**src/rtl/button_decoder_if.sv**
```systemverilog
// Button decoder signal bundle: raw buttons in, decoded events/levels/count out.
interface button_decoder_if;
   logic       btn1;
   logic       btn2;
   logic       btn1_evt;
   logic       btn2_evt;
   logic       btn1_held;
   logic       btn2_held;
   logic [5:0] count;
   logic [5:0] led;

   // Driver side (board / bench) pushes buttons and observes results.
   modport master (
      output btn1, btn2,
      input  btn1_evt, btn2_evt, btn1_held, btn2_held, count, led
   );

   // Decoder side.
   modport slave (
      input  btn1, btn2,
      output btn1_evt, btn2_evt, btn1_held, btn2_held, count, led
   );
endinterface

```
**src/rtl/button_decoder.sv**
```systemverilog
// Two-button decoder: synchronize, debounce, hold/auto-repeat, and drive an
// up/down 6-bit count with active-low LED mirror.
module button_decoder #(
   parameter int unsigned DEBOUNCE_CYCLES = 32'd270000,
   parameter int unsigned HOLD_CYCLES     = 32'd13500000,
   parameter int unsigned REPEAT_CYCLES   = 32'd2700000
) (
   input  logic             clk,
   input  logic             rst_n,
   button_decoder_if.slave  bus
);

   typedef enum logic [2:0] {
      IDLE,
      PRESS_WAIT,
      HELD,
      REPEAT,
      RELEASE_WAIT
   } state_e;

   logic [1:0] btn_raw;
   logic [1:0] evt_w;
   logic [1:0] held_w;

   // Index 0 is the increment button, index 1 the decrement button.
   assign btn_raw = {bus.btn2, bus.btn1};

   generate
      for (genvar gi = 0; gi < 2; gi++) begin : g_btn
         logic        sync1_q;
         logic        sync2_q;
         state_e      state_q, state_d;
         state_e      prev_q, prev_d;
         logic [31:0] stab_q, stab_d;
         logic [31:0] tmr_q, tmr_d;
         logic        evt_q, evt_d;
         logic        held_q, held_d;

         // Two-flop synchronizer for the raw asynchronous pin.
         always_ff @(posedge clk or negedge rst_n) begin
            if (!rst_n) begin
               sync1_q <= 1'b0;
               sync2_q <= 1'b0;
            end else begin
               sync1_q <= btn_raw[gi];
               sync2_q <= sync1_q;
            end
         end

         // FSM state, counters and registered outputs.
         always_ff @(posedge clk or negedge rst_n) begin
            if (!rst_n) begin
               state_q <= IDLE;
               prev_q  <= HELD;
               stab_q  <= 32'd0;
               tmr_q   <= 32'd0;
               evt_q   <= 1'b0;
               held_q  <= 1'b0;
            end else begin
               state_q <= state_d;
               prev_q  <= prev_d;
               stab_q  <= stab_d;
               tmr_q   <= tmr_d;
               evt_q   <= evt_d;
               held_q  <= held_d;
            end
         end

         // Next-state logic. The cycle that leaves IDLE (or HELD/REPEAT)
         // already counts as the first stable cycle, hence the +2 tests.
         // tmr is shared by HELD (hold time) and REPEAT (repeat period) and
         // is left untouched while bouncing through RELEASE_WAIT.
         always_comb begin
            state_d = state_q;
            prev_d  = prev_q;
            stab_d  = stab_q;
            tmr_d   = tmr_q;
            evt_d   = 1'b0;
            held_d  = held_q;
            case (state_q)
               IDLE: begin
                  held_d = 1'b0;
                  tmr_d  = 32'd0;
                  if (sync2_q) begin
                     stab_d = 32'd0;
                     if (DEBOUNCE_CYCLES <= 32'd1) begin
                        state_d = HELD;
                        held_d  = 1'b1;
                        evt_d   = 1'b1;
                     end else begin
                        state_d = PRESS_WAIT;
                     end
                  end
               end
               PRESS_WAIT: begin
                  if (!sync2_q) begin
                     state_d = IDLE;
                  end else if (stab_q + 32'd2 >= DEBOUNCE_CYCLES) begin
                     state_d = HELD;
                     held_d  = 1'b1;
                     evt_d   = 1'b1;
                     tmr_d   = 32'd0;
                  end else begin
                     stab_d = stab_q + 32'd1;
                  end
               end
               HELD, REPEAT: begin
                  if (!sync2_q) begin
                     prev_d = state_q;
                     stab_d = 32'd0;
                     if (DEBOUNCE_CYCLES <= 32'd1) begin
                        state_d = IDLE;
                        held_d  = 1'b0;
                        tmr_d   = 32'd0;
                     end else begin
                        state_d = RELEASE_WAIT;
                     end
                  end else if (tmr_q + 32'd1 >=
                               ((state_q == HELD) ? HOLD_CYCLES : REPEAT_CYCLES)) begin
                     state_d = REPEAT;
                     evt_d   = 1'b1;
                     tmr_d   = 32'd0;
                  end else begin
                     tmr_d = tmr_q + 32'd1;
                  end
               end
               RELEASE_WAIT: begin
                  if (sync2_q) begin
                     state_d = prev_q;
                  end else if (stab_q + 32'd2 >= DEBOUNCE_CYCLES) begin
                     state_d = IDLE;
                     held_d  = 1'b0;
                     tmr_d   = 32'd0;
                  end else begin
                     stab_d = stab_q + 32'd1;
                  end
               end
               default: begin
                  state_d = IDLE;
               end
            endcase
         end

         assign evt_w[gi]  = evt_q;
         assign held_w[gi] = held_q;
      end
   endgenerate

   logic [5:0] count_q, count_d;

   // Count follows the event pulses one cycle later; a tie clears it.
   always_comb begin
      count_d = count_q;
      case (evt_w)
         2'b01:   count_d = count_q + 6'd1;
         2'b10:   count_d = count_q - 6'd1;
         2'b11:   count_d = 6'd0;
         default: count_d = count_q;
      endcase
   end

   // Count register.
   always_ff @(posedge clk or negedge rst_n) begin
      if (!rst_n) begin
         count_q <= 6'd0;
      end else begin
         count_q <= count_d;
      end
   end

   assign bus.btn1_evt  = evt_w[0];
   assign bus.btn2_evt  = evt_w[1];
   assign bus.btn1_held = held_w[0];
   assign bus.btn2_held = held_w[1];
   assign bus.count     = count_q;
   assign bus.led       = ~count_q;

endmodule
```
**src/flat_wrapper.sv**
```systemverilog
// flat-port wrapper written by rule: the top's interface ports become plain ports
module button_decoder_flat 
#(
   parameter int unsigned DEBOUNCE_CYCLES = 32'd270000,
   parameter int unsigned HOLD_CYCLES     = 32'd13500000,
   parameter int unsigned REPEAT_CYCLES   = 32'd2700000
)
  (clk, rst_n, bus_btn1, bus_btn2, bus_btn1_evt, bus_btn2_evt, bus_btn1_held, bus_btn2_held, bus_count, bus_led);
  button_decoder_if bus_i ();
  input  logic clk;
  input  logic rst_n;
  input wire logic [$bits(bus_i.btn1)-1:0] bus_btn1;
  input wire logic [$bits(bus_i.btn2)-1:0] bus_btn2;
  output wire logic [$bits(bus_i.btn1_evt)-1:0] bus_btn1_evt;
  output wire logic [$bits(bus_i.btn2_evt)-1:0] bus_btn2_evt;
  output wire logic [$bits(bus_i.btn1_held)-1:0] bus_btn1_held;
  output wire logic [$bits(bus_i.btn2_held)-1:0] bus_btn2_held;
  output wire logic [$bits(bus_i.count)-1:0] bus_count;
  output wire logic [$bits(bus_i.led)-1:0] bus_led;
  assign bus_i.btn1 = bus_btn1;
  assign bus_i.btn2 = bus_btn2;
  assign bus_btn1_evt = bus_i.btn1_evt;
  assign bus_btn2_evt = bus_i.btn2_evt;
  assign bus_btn1_held = bus_i.btn1_held;
  assign bus_btn2_held = bus_i.btn2_held;
  assign bus_count = bus_i.count;
  assign bus_led = bus_i.led;
  button_decoder #(.DEBOUNCE_CYCLES(DEBOUNCE_CYCLES), .HOLD_CYCLES(HOLD_CYCLES), .REPEAT_CYCLES(REPEAT_CYCLES)) u_core (.clk(clk), .rst_n(rst_n), .bus(bus_i));
endmodule
```
**config.mk**
```make
export PLATFORM = sky130hd
export DESIGN_NAME = button_decoder_flat
export DESIGN_NICKNAME = d
export VERILOG_FILES = /design/src/rtl/button_decoder_if.sv /design/src/rtl/button_decoder.sv /design/src/flat_wrapper.sv
export SDC_FILE = /design/constraint.sdc
export NUM_CORES = 1
export LEC_CHECK = 0
export BUFFER_PORTS_ARGS = -buffer_cell sky130_fd_sc_hd__buf_2
export CAP_MARGIN = 20
export CORE_ASPECT_RATIO = 0.75
export CORE_MARGIN = 2
export CORE_UTILIZATION = 35
export DETAILED_ROUTE_END_ITERATION = 8
export HOLD_SLACK_MARGIN = 0.02
export PLACE_DENSITY_LB_ADDON = 0.2
export SYNTH_ARGS = -nofsm -noshare
export SYNTH_HDL_FRONTEND = slang
export SYNTH_SLANG_ARGS = --single-unit
export TNS_END_PERCENT = 20
```
**constraint.sdc**
```tcl
create_clock -name clk -period 5.5 [get_ports clk]
set_clock_uncertainty 0.1 [all_clocks]
set_input_delay 0.825 -clock clk [delete_from_list [all_inputs] [get_ports clk]]
set_output_delay 0.825 -clock clk [all_outputs]
set_load 0.01 [all_outputs]
```
==> run_results.csv, run 1 <==
group,metric,value,unit
power,p_leak,0.004663,uW
status,status,"complete, no violations",
synth,yosys.area_share.adder,3.831,%
die,io_pins,20,
clocking,cts_made_buffers,17,
place,dp_slack,0.8609,ns
final_layout,regArea,3856,um^2
sta,tightest_slew,0.9276,ns
synth,synthSimpleGateAreaFrac,29.60,%
worst_hold_path,hold_path.class,"reg2reg",
clocking,cts_tree,"yes",
power,ir_drop,207.2,uV
die,coreArea,29050,um^2
die,rows,54,
die,die-area,30890,um^2
synth,synth_cells,1189,
worst_setup_path,crit_path_start,"u_core.g_btn[1].tmr_q[5]",
worst_setup_path,required,5.73,ns
sta,finalCriticalPeriod,4.670,ns
power,p_per_area,274.0,nW/um^2
sta,setup_ws,0.8299,ns
route,drc,0,
place,placed_area,10720,um^2
final_layout,final_nets,1214,
synth,synth_top_family_by_area,"simple AND/OR/NAND/NOR gates",
clocking,clock_tree.buffer_depth,2,
worst_hold_path,holdPathStages,0,
route,antenna_left,0,
worst_setup_path,end_kind,"flip-flop",
synth,synth.mux.area_fraction,1.043,%
synth,netlist_area,10320,um^2
worst_setup_path,ff2ff_path_depth,14,
place,dp_cells,1552,
sta,fmax,214.1,MHz
sta,fin_setup_tns,0,ns
clocking,hold_buffers,0,
route,vias,8660,
worst_setup_path,cp_max_fo,13,
worst_setup_path,crit_path_start_kind,"flip-flop",
sta,slew_headroom,38.16,%
job,cap_violations,0,
worst_setup_path,critPathTopFamily,"simple AND/OR/NAND/NOR gates",
grt,grt_pass1_vias,8102,
die,die_y,152.7,um
die,die_x,202.3,um
worst_setup_path,critPathSlowestCell,"nor4_1",
route,dr.pass1.iters,5,
synth,synth-seq-cells,154,
synth,avgSynthCellArea,8.681,um^2
clocking,clk_latency,0.44,ns
route,drtIter0Drc,693,
synth,synth_ff_type,"dfrtp_1",
clocking,clkTransAtPathRegs,0.07,ns
final_layout,multi_input_area,6071,um^2
place,gp_congestion,0.8613,
worst_setup_path,reg2reg_from,"u_core.g_btn[1].tmr_q[5]",
worst_setup_path,crit_path_max_incr_delay,0.68,ns
sta,rsz0062_at_grt,"no",
final_layout,drive_gt1_share,9.564,%
final_layout,area_growth,9.759,%
worst_setup_path,crit_chain,"nand4_1 -> nor4_1 -> nand3_1 -> xnor2_1 -> ha_1 -> a21oi_1 -> nand2_1 -> or2_2 -> o311a_1 -> o211ai_1 -> a221oi_1 -> or4_1 -> buf_4 -> o41ai_1",
worst_setup_path,r2r_slack,0.83,ns
place,hpwl,17400,um
synth,synth_compound_area_share,18.10,%
clocking,htreeDepth,4,
sta,maxSlewViolCount,0,
sta,period_share,84.91,%
grt,antenna_found_initial,0,
final_layout,fill_cells,2919,
route,wire_per_inst,15.88,um
final_layout,most-common-layout-cells,"dfrtp_1 (152), nand2_1 (111), o21ai_0 (87), nor2_1 (84), nand3_1 (62)",
grt,grt_util_all_layers,17.13,%
final_layout,final_common_cell,"dfrtp_1",
clocking,cts.sinks,154,
clocking,root_buffer,"clkbuf_16",
place,io_buffer_count,19,
synth,synth-edff-count,0,
final_layout,fin_area,11330,um^2
worst_hold_path,hold_start,"u_core.g_btn[0].sync1_q",
synth,synth_xor_xnor_area_share,6.195,%
grt,grt_pass1_wl,43440,um
synth,ys_seq_area_share,37.36,%
final_layout,n_antenna_cell,0,
final_layout,final_cell_count_no_fill,1584,
route,via_per_inst,5.467,
grt,grt_overflow,0,
sta,timing.final.hold_violations,0,
synth,yosysUniqueCellTypes,89,
worst_setup_path,critPathBufInv,1,
sta,setup_violations,0,
route,totalWireLength,25160,um
synth,synth_nets,1224,
grt,grt_max_degree,79,
worst_setup_path,r2r_end,"u_core.g_btn[1].tmr_q[17]",
synth,synthArstFlopShare,100.0,%
synth,yosysWarnings,0,
die,start_util,35.53,%
worst_hold_path,hold_end,"u_core.g_btn[0].sync2_q",
clocking,post-cts-setup-buffers,0,
worst_setup_path,worstPathArrival,4.90,ns
sta,holdWs,0.2491,ns
worst_setup_path,critPathKind,"reg2reg",
clocking,cts-resized-gates,0,
[logic make-up (layout without fill, tap and decap cells)]
group,Yosys count,count (layout)
AOI/OAI and AO/OA,286,286
xor gates and xnor gates,73,73
adders and majority gates,31,31
buffers and inverters,88,91
DFF,154,154
muxes,10,10
and+or+nand+nor,547,547
[worst max path at each step]
stage	endpoint	slack, ns	depth (start not counted)
6_report	u_core.g_btn[1].tmr_q[17]	0.83	14
3_3_place_gp	u_core.g_btn[1].tmr_q[5]	1.06	15
2_1_floorplan	u_core.g_btn[1].tmr_q[20]	1.33	16
4_1_cts	u_core.g_btn[1].tmr_q[17]	0.83	14
5_1_grt	u_core.g_btn[1].tmr_q[16]	0.34	15
3_5_place_dp	u_core.g_btn[1].tmr_q[17]	0.86	14
[power by group]
group | internal (uW) | switching, uW | leakage (uW)
registers | 1190 | 104 | 0.00212
logic | 198 | 386 | 0.00226
clock network | 709 | 516 | 0.000289
[cells in the mapped netlist, types with 31 or more instances]
| library cell | n | area, um^2 |
|---|---|---|
| nand3_1 | 62 | 310.3 |
| xnor2_1 | 55 | 481.7 |
| o21ai_0 | 87 | 435.4 |
| nor2_1 | 84 | 315.3 |
| and3_1 | 35 | 219.0 |
| a21oi_1 | 50 | 250.2 |
| nand2_1 | 111 | 416.7 |
| clkbuf_1 | 32 | 120.1 |
| dfrtp_1 | 152 | 3804 |
| nand4_1 | 31 | 193.9 |
| and2_1 | 36 | 225.2 |
| nor3_1 | 34 | 170.2 |
[layout make-up]
type | count | area share, %
tap | 392 | 4.330
multi-input combinational | 947 | 53.59
timing repair buffer | 32 | 1.789
inverter | 27 | 0.8946
clock inverter | 12 | 1.237
sequential | 154 | 34.04
clock buffer | 20 | 4.120
[through the flow]
stage | utilization [%] | total power [uW]
6_report | 38.99 | 3104
4_1_cts | 38.99 | 3157
2_1_floorplan | - | 1701
3_3_place_gp | 36.86 | 1900
5_1_grt | 38.99 | 3303
3_5_place_dp | 36.90 | 1910
[metal layers]
metal	vias to the layer above	part of all wire, %	wire [um]	GRT usage, %
li1	4364	-	-	-
met1	4089	54	13700	27.39
met2	184	40	9972	22.83
met3	23	4.8	1197	3.721
met4	0	1.2	292	4.032
met5	-	0	0	0
[worst register-to-register path: stages, from the launching register on]
cell and delay, ns:
dfrtp_1 0.51, nand4_1 0.28, nor4_1 0.68, nand3_1 0.17, xnor2_1 0.24, ha_1 0.28
a21oi_1 0.21, nand2_1 0.12, or2_2 0.28, o311a_1 0.33, o211ai_1 0.10, a221oi_1 0.14
or4_1 0.56, buf_4 0.22, o41ai_1 0.33
[registers in the layout (all words and copies together) (netlist names)]
name / flops
u_core.bus.count: 6
u_core.g_btn.state_q: 6
u_core.g_btn.stab_q: 64
u_core.bus.btn2_evt: 1
u_core.bus.btn1_held: 1
u_core.g_btn.tmr_q: 64
u_core.g_btn.sync2_q: 2
u_core.bus.btn2_held: 1
u_core.g_btn.prev_q: 6
u_core.bus.btn1_evt: 1
u_core.g_btn.sync1_q: 2
Power figures use the tool's default switching activity.
==> run 2: changes to the inputs <==
Settings changed: ABC_AREA set to 1.
Clock period 5.5 ns to 3.9 ns, I/O delays scaled along.
==> run 2 against run 1 <==
Core utilization grew 0.38 points. Register-to-register slack lost 0.46 ns. Largest power group is now combinational cells. Final cell count grew 48%. First-iteration DRC count grew 45%. Sequential power grew 42%. Global-route usage grew 2.5 points. Final area grew 17%. Largest cell class unchanged. Synthesized cell count grew 56%. Critical path depth grew 9.
==> run_results.csv, run 2 <==
group,metric,value,unit
sta,tightest_slew,0.7986,ns
synth,synth_ff_type,"dfrtp_1",
final_layout,fin_area,13260,um^2
sta,period_share,90.43,%
worst_hold_path,hold_path.class,"in2reg",
clocking,clock_tree.buffer_depth,2,
sta,fmax,283.5,MHz
worst_setup_path,ff2ff_path_depth,23,
worst_setup_path,reg2reg_from,"u_core.g_btn[1].tmr_q[1]",
final_layout,n_antenna_cell,0,
final_layout,largestRegisters,"u_core.g_btn.stab_q (64), u_core.g_btn.tmr_q (64)",
die,die_x,218.1,um
place,placed_area,12640,um^2
worst_setup_path,crit_cells,23,
worst_setup_path,critPathSlowestCell,"dfrtp_1",
sta,slew_headroom,46.27,%
synth,synthArstFlopShare,100.0,%
worst_setup_path,cp_max_fo,10,
synth,synth-seq-cells,154,
clocking,cts_tree,"yes",
worst_setup_path,crit_path_start,"u_core.g_btn[1].tmr_q[1]",
grt,grt_pass1_wl,55960,um
die,start_util,35.73,%
sta,maxSlewViolCount,0,
route,wire_per_inst,14.11,um
worst_setup_path,worstPathArrival,3.77,ns
place,hpwl,25440,um
synth,synth_top_cells_by_count,"nand2_1 (582), nor2_1 (291), inv_1 (234)",
sta,finalCriticalPeriod,3.527,ns
route,totalWireLength,33090,um
route,antenna_left,0,
clocking,post-cts-setup-buffers,0,
place,gp_congestion,0.9120,
worst_setup_path,crit_path_max_incr_delay,0.37,ns
worst_setup_path,critPathBufInv,5,
die,die-area,35890,um^2
final_layout,drive_gt1_share,8.918,%
sta,setup_violations,0,
sta,rsz0062_at_grt,"no",
die,coreArea,33670,um^2
clocking,htreeDepth,4,
worst_hold_path,hold_start,"bus_btn1",
synth,avgSynthCellArea,6.499,um^2
clocking,root_buffer,"clkbuf_16",
clocking,clkTransAtPathRegs,0.07,ns
die,io_pins,20,
final_layout,multi_input_area,7024,um^2
synth,synth_nets,1886,
grt,antenna_found_initial,0,
sta,timing.final.hold_violations,0,
route,drc,0,
worst_hold_path,holdPathStages,1,
die,rows,58,
final_layout,regArea,3856,um^2
final_layout,area_growth,10.19,%
worst_setup_path,critPathTopFamily,"simple AND/OR/NAND/NOR gates",
power,p_per_area,424.7,nW/um^2
final_layout,final_common_cell,"nand2_1",
synth,synth.most_common_cell,"nand2_1",
power,ir_drop,274.4,uV
clocking,cts_made_buffers,17,
worst_setup_path,cp_common_cell,"nand2_1",
worst_setup_path,crit_chain,"ha_1 -> nand2_1 -> nor2_2 -> nand3_1 -> nor2_2 -> nand3_1 -> nand3b_1 -> o21ai_0 -> inv_1 -> ha_1 -> nand2_1 -> inv_1 -> nand2_1 -> inv_1 -> nand2_1 -> nor2_1 -> inv_1 -> nor2_1 -> nand2_1 -> nand3_2 -> buf_4 -> nand2_1 -> o21a_1",
synth,yosysUniqueCellTypes,49,
grt,grt_util_all_layers,19.58,%
grt,grt_pass1_vias,10690,
final_layout,final_nets,1917,
synth,yosysWarnings,0,
worst_setup_path,critPathKind,"reg2reg",
synth,synth_cells,1851,
synth,synth_top_area_share,31.62,%
final_layout,most-common-layout-cells,"nand2_1 (581), nor2_1 (289), inv_1 (234), dfrtp_1 (152), nand3_1 (111)",
synth,synth-edff-count,0,
route,dr.pass1.iters,5,
route,vias,11410,
die,die_y,164.6,um
grt,grt_max_degree,56,
power,p_leak,0.005888,uW
worst_setup_path,end_kind,"flip-flop",
synth,synth_top_area_cell,"dfrtp_1",
clocking,clk_latency,0.46,ns
route,via_per_inst,4.866,
sta,fin_setup_tns,0,ns
clocking,cts.sinks,154,
final_layout,fill_cells,3682,
status,status,"complete, no violations",
worst_setup_path,crit_path_start_kind,"flip-flop",
synth,ys_seq_area_share,32.05,%
synth,netlist_area,12030,um^2
route,drtIter0Drc,1003,
synth,synth_area_leaders,"dfrtp_1 (32%), nand2_1 (18%), nor2_1 (9.1%)",
grt,grt_overflow,0,
job,cap_violations,0,
place,io_buffer_count,19,
worst_setup_path,required,4.14,ns
[run 2: what timing repair did]
item	CTS	global route
hold buffers	1	0
setup endpoints to repair	0	25
gates resized for setup	0	3
hold endpoints to repair	26	0
[run 2: final timing paths]
check	slack [ns]	endpoint
worst min register to register	0.25	u_core.g_btn[1].sync2_q
worst min-delay path	0.14	u_core.g_btn[0].sync1_q
min in group asynchronous	0.53	u_core.g_btn[0].stab_q[26]
worst max-delay path	0.37	u_core.g_btn[1].tmr_q[0]
max in group asynchronous	2.31	u_core.g_btn[1].tmr_q[29]
worst max register to register	0.37	u_core.g_btn[1].tmr_q[0]
[run 2: metrics by stage]
stage	instances	utilization, %	total power (uW)	setup slack, ns	hold WS (ns)
6_report	2345	39.37	5630	0.3730	0.1428
5_1_grt	2345	39.37	6030	0.05032	0.1274
4_1_cts	2345	39.34	5700	0.2214	0.1257
3_5_place_dp	2312	37.53	3916	0.2702	0.2347
3_3_place_gp	2312	37.53	3918	0.3859	0.2374
2_1_floorplan	1851	-	3499	0.8716	0.1894
[run 2: layout make-up]
type,instances,share of cell area [%]
clock inverters,10,0.8683
flip-flops and latches,154,29.09
inverters,245,6.956
repair buffers,39,2.199
well taps,450,4.247
multi-input cells,1425,52.99
clock buffers,22,3.653
[run 2: kinds of logic after synthesis]
kind of cell    after synthesis  share of synthesized area, %
flops                       154                         32.05
fa+ha+maj                    31                         3.287
simple gates               1126                         39.56
compound gates              165                         7.936
xor+xnor                    103                         7.499
buf+inv                     272                         9.662
[run 2: layer usage]
metal,routed length [um],vias to the layer above,global-route usage (%)
met5,0,-,0
met4,290,0,4.267
met3,2044,24,3.462
met2,12900,305,27.20
met1,17850,5234,30.87
li1,-,5848,-
[run 2: report_power, final]
group | switching (uW) | internal (uW) | total, uW
Combinational | 1470 | 547 | 2020
Sequential | 134 | 1720 | 1850
Clock | 747 | 1010 | 1760
==> run 3: changes to the inputs <==
Settings changed: CORE_UTILIZATION 35 to 55.
==> run 3 against run 2 <==
Fmax increased by 1.5%. Non-clock buffer count shrank 5. Register-to-register slack improved by 0.05 ns. Worst hold slack worse by 0.10 ns. Via count rose by 1.5%. First-iteration DRC count rose by 6.8%. Largest cell class unchanged. Flip-flop and latch count is the same. Wire length decreased by 4.5%.
==> run_results.csv, run 3 (synthesis results as in run 2) <==
group,metric,value,unit
route,vias,11580,
sta,slew_headroom,46.39,%
power,p_int,3238,uW
place,io_buffer_count,19,
route,wire_per_inst,14.51,um
grt,grt_max_degree,83,
final_layout,area_growth,8.123,%
worst_setup_path,reg2reg_from,"u_core.g_btn[1].tmr_q[0]",
route,via_per_inst,5.318,
grt,antenna_found_initial,0,
power,p_switching,2354,uW
clocking,post-cts-setup-buffers,0,
place,gp_congestion,0.9426,
clocking,htreeDepth,4,
clocking,cts.sinks,154,
die,start_util,56.49,%
sta,fmax,287.9,MHz
worst_setup_path,r2r_end,"u_core.g_btn[1].tmr_q[4]",
grt,grt_overflow,0,
route,drtIter0Drc,1071,
clocking,cts_tree,"yes",
sta,maxSlewViolCount,0,
power,pwr-share-seq,33.1,%
route,dr.pass1.iters,6,
final_layout,final_common_cell,"nand2_1",
sta,setup_violations,0,
clocking,clk_latency,0.45,ns
power,ir_drop,348.7,uV
final_layout,largestRegisters,"u_core.g_btn.stab_q (64), u_core.g_btn.tmr_q (64)",
final_layout,regArea,3856,um^2
worst_setup_path,r2r_slack,0.43,ns
status,status,"complete, no violations",
job,cap_violations,0,
worst_setup_path,cp_max_fo,7,
grt,grt_util_all_layers,28.29,%
power,p_per_area,430.0,nW/um^2
route,antenna_left,0,
sta,rsz0062_at_grt,"no",
clocking,clkTransAtPathRegs,0.08,ns
sta,period_share,89.07,%
sta,timing.final.hold_violations,0,
die,rows,46,
worst_hold_path,hold_path.class,"in2async",
power,p_comb_share,35.1,%
final_layout,final_cell_count_no_fill,2177,
clocking,cts_made_buffers,17,
worst_setup_path,end_kind,"flip-flop",
clocking,root_buffer,"clkbuf_16",
power,swShare,42.10,%
final_layout,final_util,61.08,%
die,die_x,174.8,um
place,hpwl,24020,um
final_layout,fill_cells,2040,
die,io_pins,20,
grt,grt_pass1_vias,10800,
die,coreArea,21300,um^2
power,p_clk_share,31.9,%
worst_setup_path,ff2ff_path_depth,24,
clocking,clock_tree.buffer_depth,2,
final_layout,most-common-layout-cells,"nand2_1 (581), nor2_1 (289), inv_1 (234), dfrtp_1 (152), nand3_1 (112)",
final_layout,n_antenna_cell,0,
final_layout,drive_gt1_share,8.682,%
die,die_y,132.1,um
worst_setup_path,crit_path_start_kind,"flip-flop",
power,p_leak,0.005858,uW
route,drc,0,
die,die-area,23080,um^2
grt,grt_pass1_wl,53290,um
sta,fin_setup_tns,0,ns
worst_setup_path,worstPathArrival,3.71,ns
route,totalWireLength,31590,um
place,dp_cells,2146,
sta,finalCriticalPeriod,3.474,ns
worst_setup_path,required,4.13,ns
sta,tightest_slew,0.8042,ns
final_layout,multi_input_area,7019,um^2
worst_setup_path,critPathKind,"reg2reg",
final_layout,final_nets,1912,
run 3: changes by cell type in the layout (fill, tap and decap cells not counted), moves of 3 or more:
cell,previous run,this run
inv_6,1,5
clkinv_2,3,0
buf_4,16,13
clkbuf_8,4,0
run 3: how the worst max path moves through the flow:
stage,slack [ns],start,cells after the start,endpoint
after floorplan,0.87,u_core.g_btn[1].tmr_q[0],24,u_core.g_btn[1].state_q[2]
after global placement,0.51,u_core.g_btn[1].tmr_q[0],24,u_core.g_btn[1].tmr_q[4]
after detailed placement,0.37,u_core.g_btn[1].tmr_q[0],23,u_core.g_btn[1].tmr_q[0]
after CTS,0.29,u_core.g_btn[1].tmr_q[0],24,u_core.g_btn[1].tmr_q[4]
after global routing,0.03,u_core.g_btn[1].tmr_q[1],23,u_core.g_btn[1].tmr_q[7]
final,0.43,u_core.g_btn[1].tmr_q[0],24,u_core.g_btn[1].tmr_q[4]
run 3: critical path: stages, from the launching register on:
cell and delay [ns]:
dfrtp_1 0.38, ha_1 0.22, nand2_1 0.10, nor2_2 0.19, nand3_1 0.17, nor2_2 0.19
nand3_1 0.12, nand3b_1 0.17, o21ai_1 0.17, inv_1 0.07, ha_1 0.27, nand2_1 0.04
inv_1 0.06, nand2_1 0.05, inv_1 0.06, nand2_1 0.05, nor2_1 0.13, inv_1 0.05
nor2_1 0.12, nand2_1 0.08, nand3_1 0.19, buf_4 0.20, nor2_1 0.05, nand2_1 0.06
nand2_1 0.04
run 3: metal layers:
metal	GRT usage (%)	share of wire, %	vias to the layer above
met1	42.57	50	5346
met5	0	0	-
li1	-	-	5826
met3	5.623	6.9	36
met2	41.50	42	370
met4	7.130	1.4	0
run 3: repair_timing:
action	in CTS	in global routing
gates resized for setup	0	3
hold buffers	0	0
endpoints found under the setup margin	0	25
run 3: layout make-up:
type / instances / share of cell area (%)
Sequential cell: 154 / 29.65
Clock inverter: 14 / 1.424
Timing Repair Buffer: 34 / 1.837
Clock buffer: 17 / 3.270
Tap cell: 288 / 2.770
Inverter: 245 / 7.089
Multi-Input combinational cell: 1425 / 53.96
run 3: stage by stage:
stage	power, uW	hold slack (ns)	area, um^2	setup slack (ns)
finish	5593	0.04264	13010	0.4263
global route	5936	0.1310	13010	0.02568
CTS	5616	0.1104	13000	0.2856
detailed placement	3819	0.2358	12390	0.3722
global placement	3768	0.2380	12390	0.5142
floorplan	3499	0.1894	12030	0.8716
run 3: power by group through the flow:
stage | logic (uW) | registers, uW | clock network (uW)
6_report | 1960 | 1850 | 1780
5_1_grt | 2180 | 1870 | 1880
4_1_cts | 1950 | 1850 | 1810
3_5_place_dp | 1940 | 1880 | 0
3_3_place_gp | 1900 | 1870 | 0
2_1_floorplan | 1640 | 1860 | 0
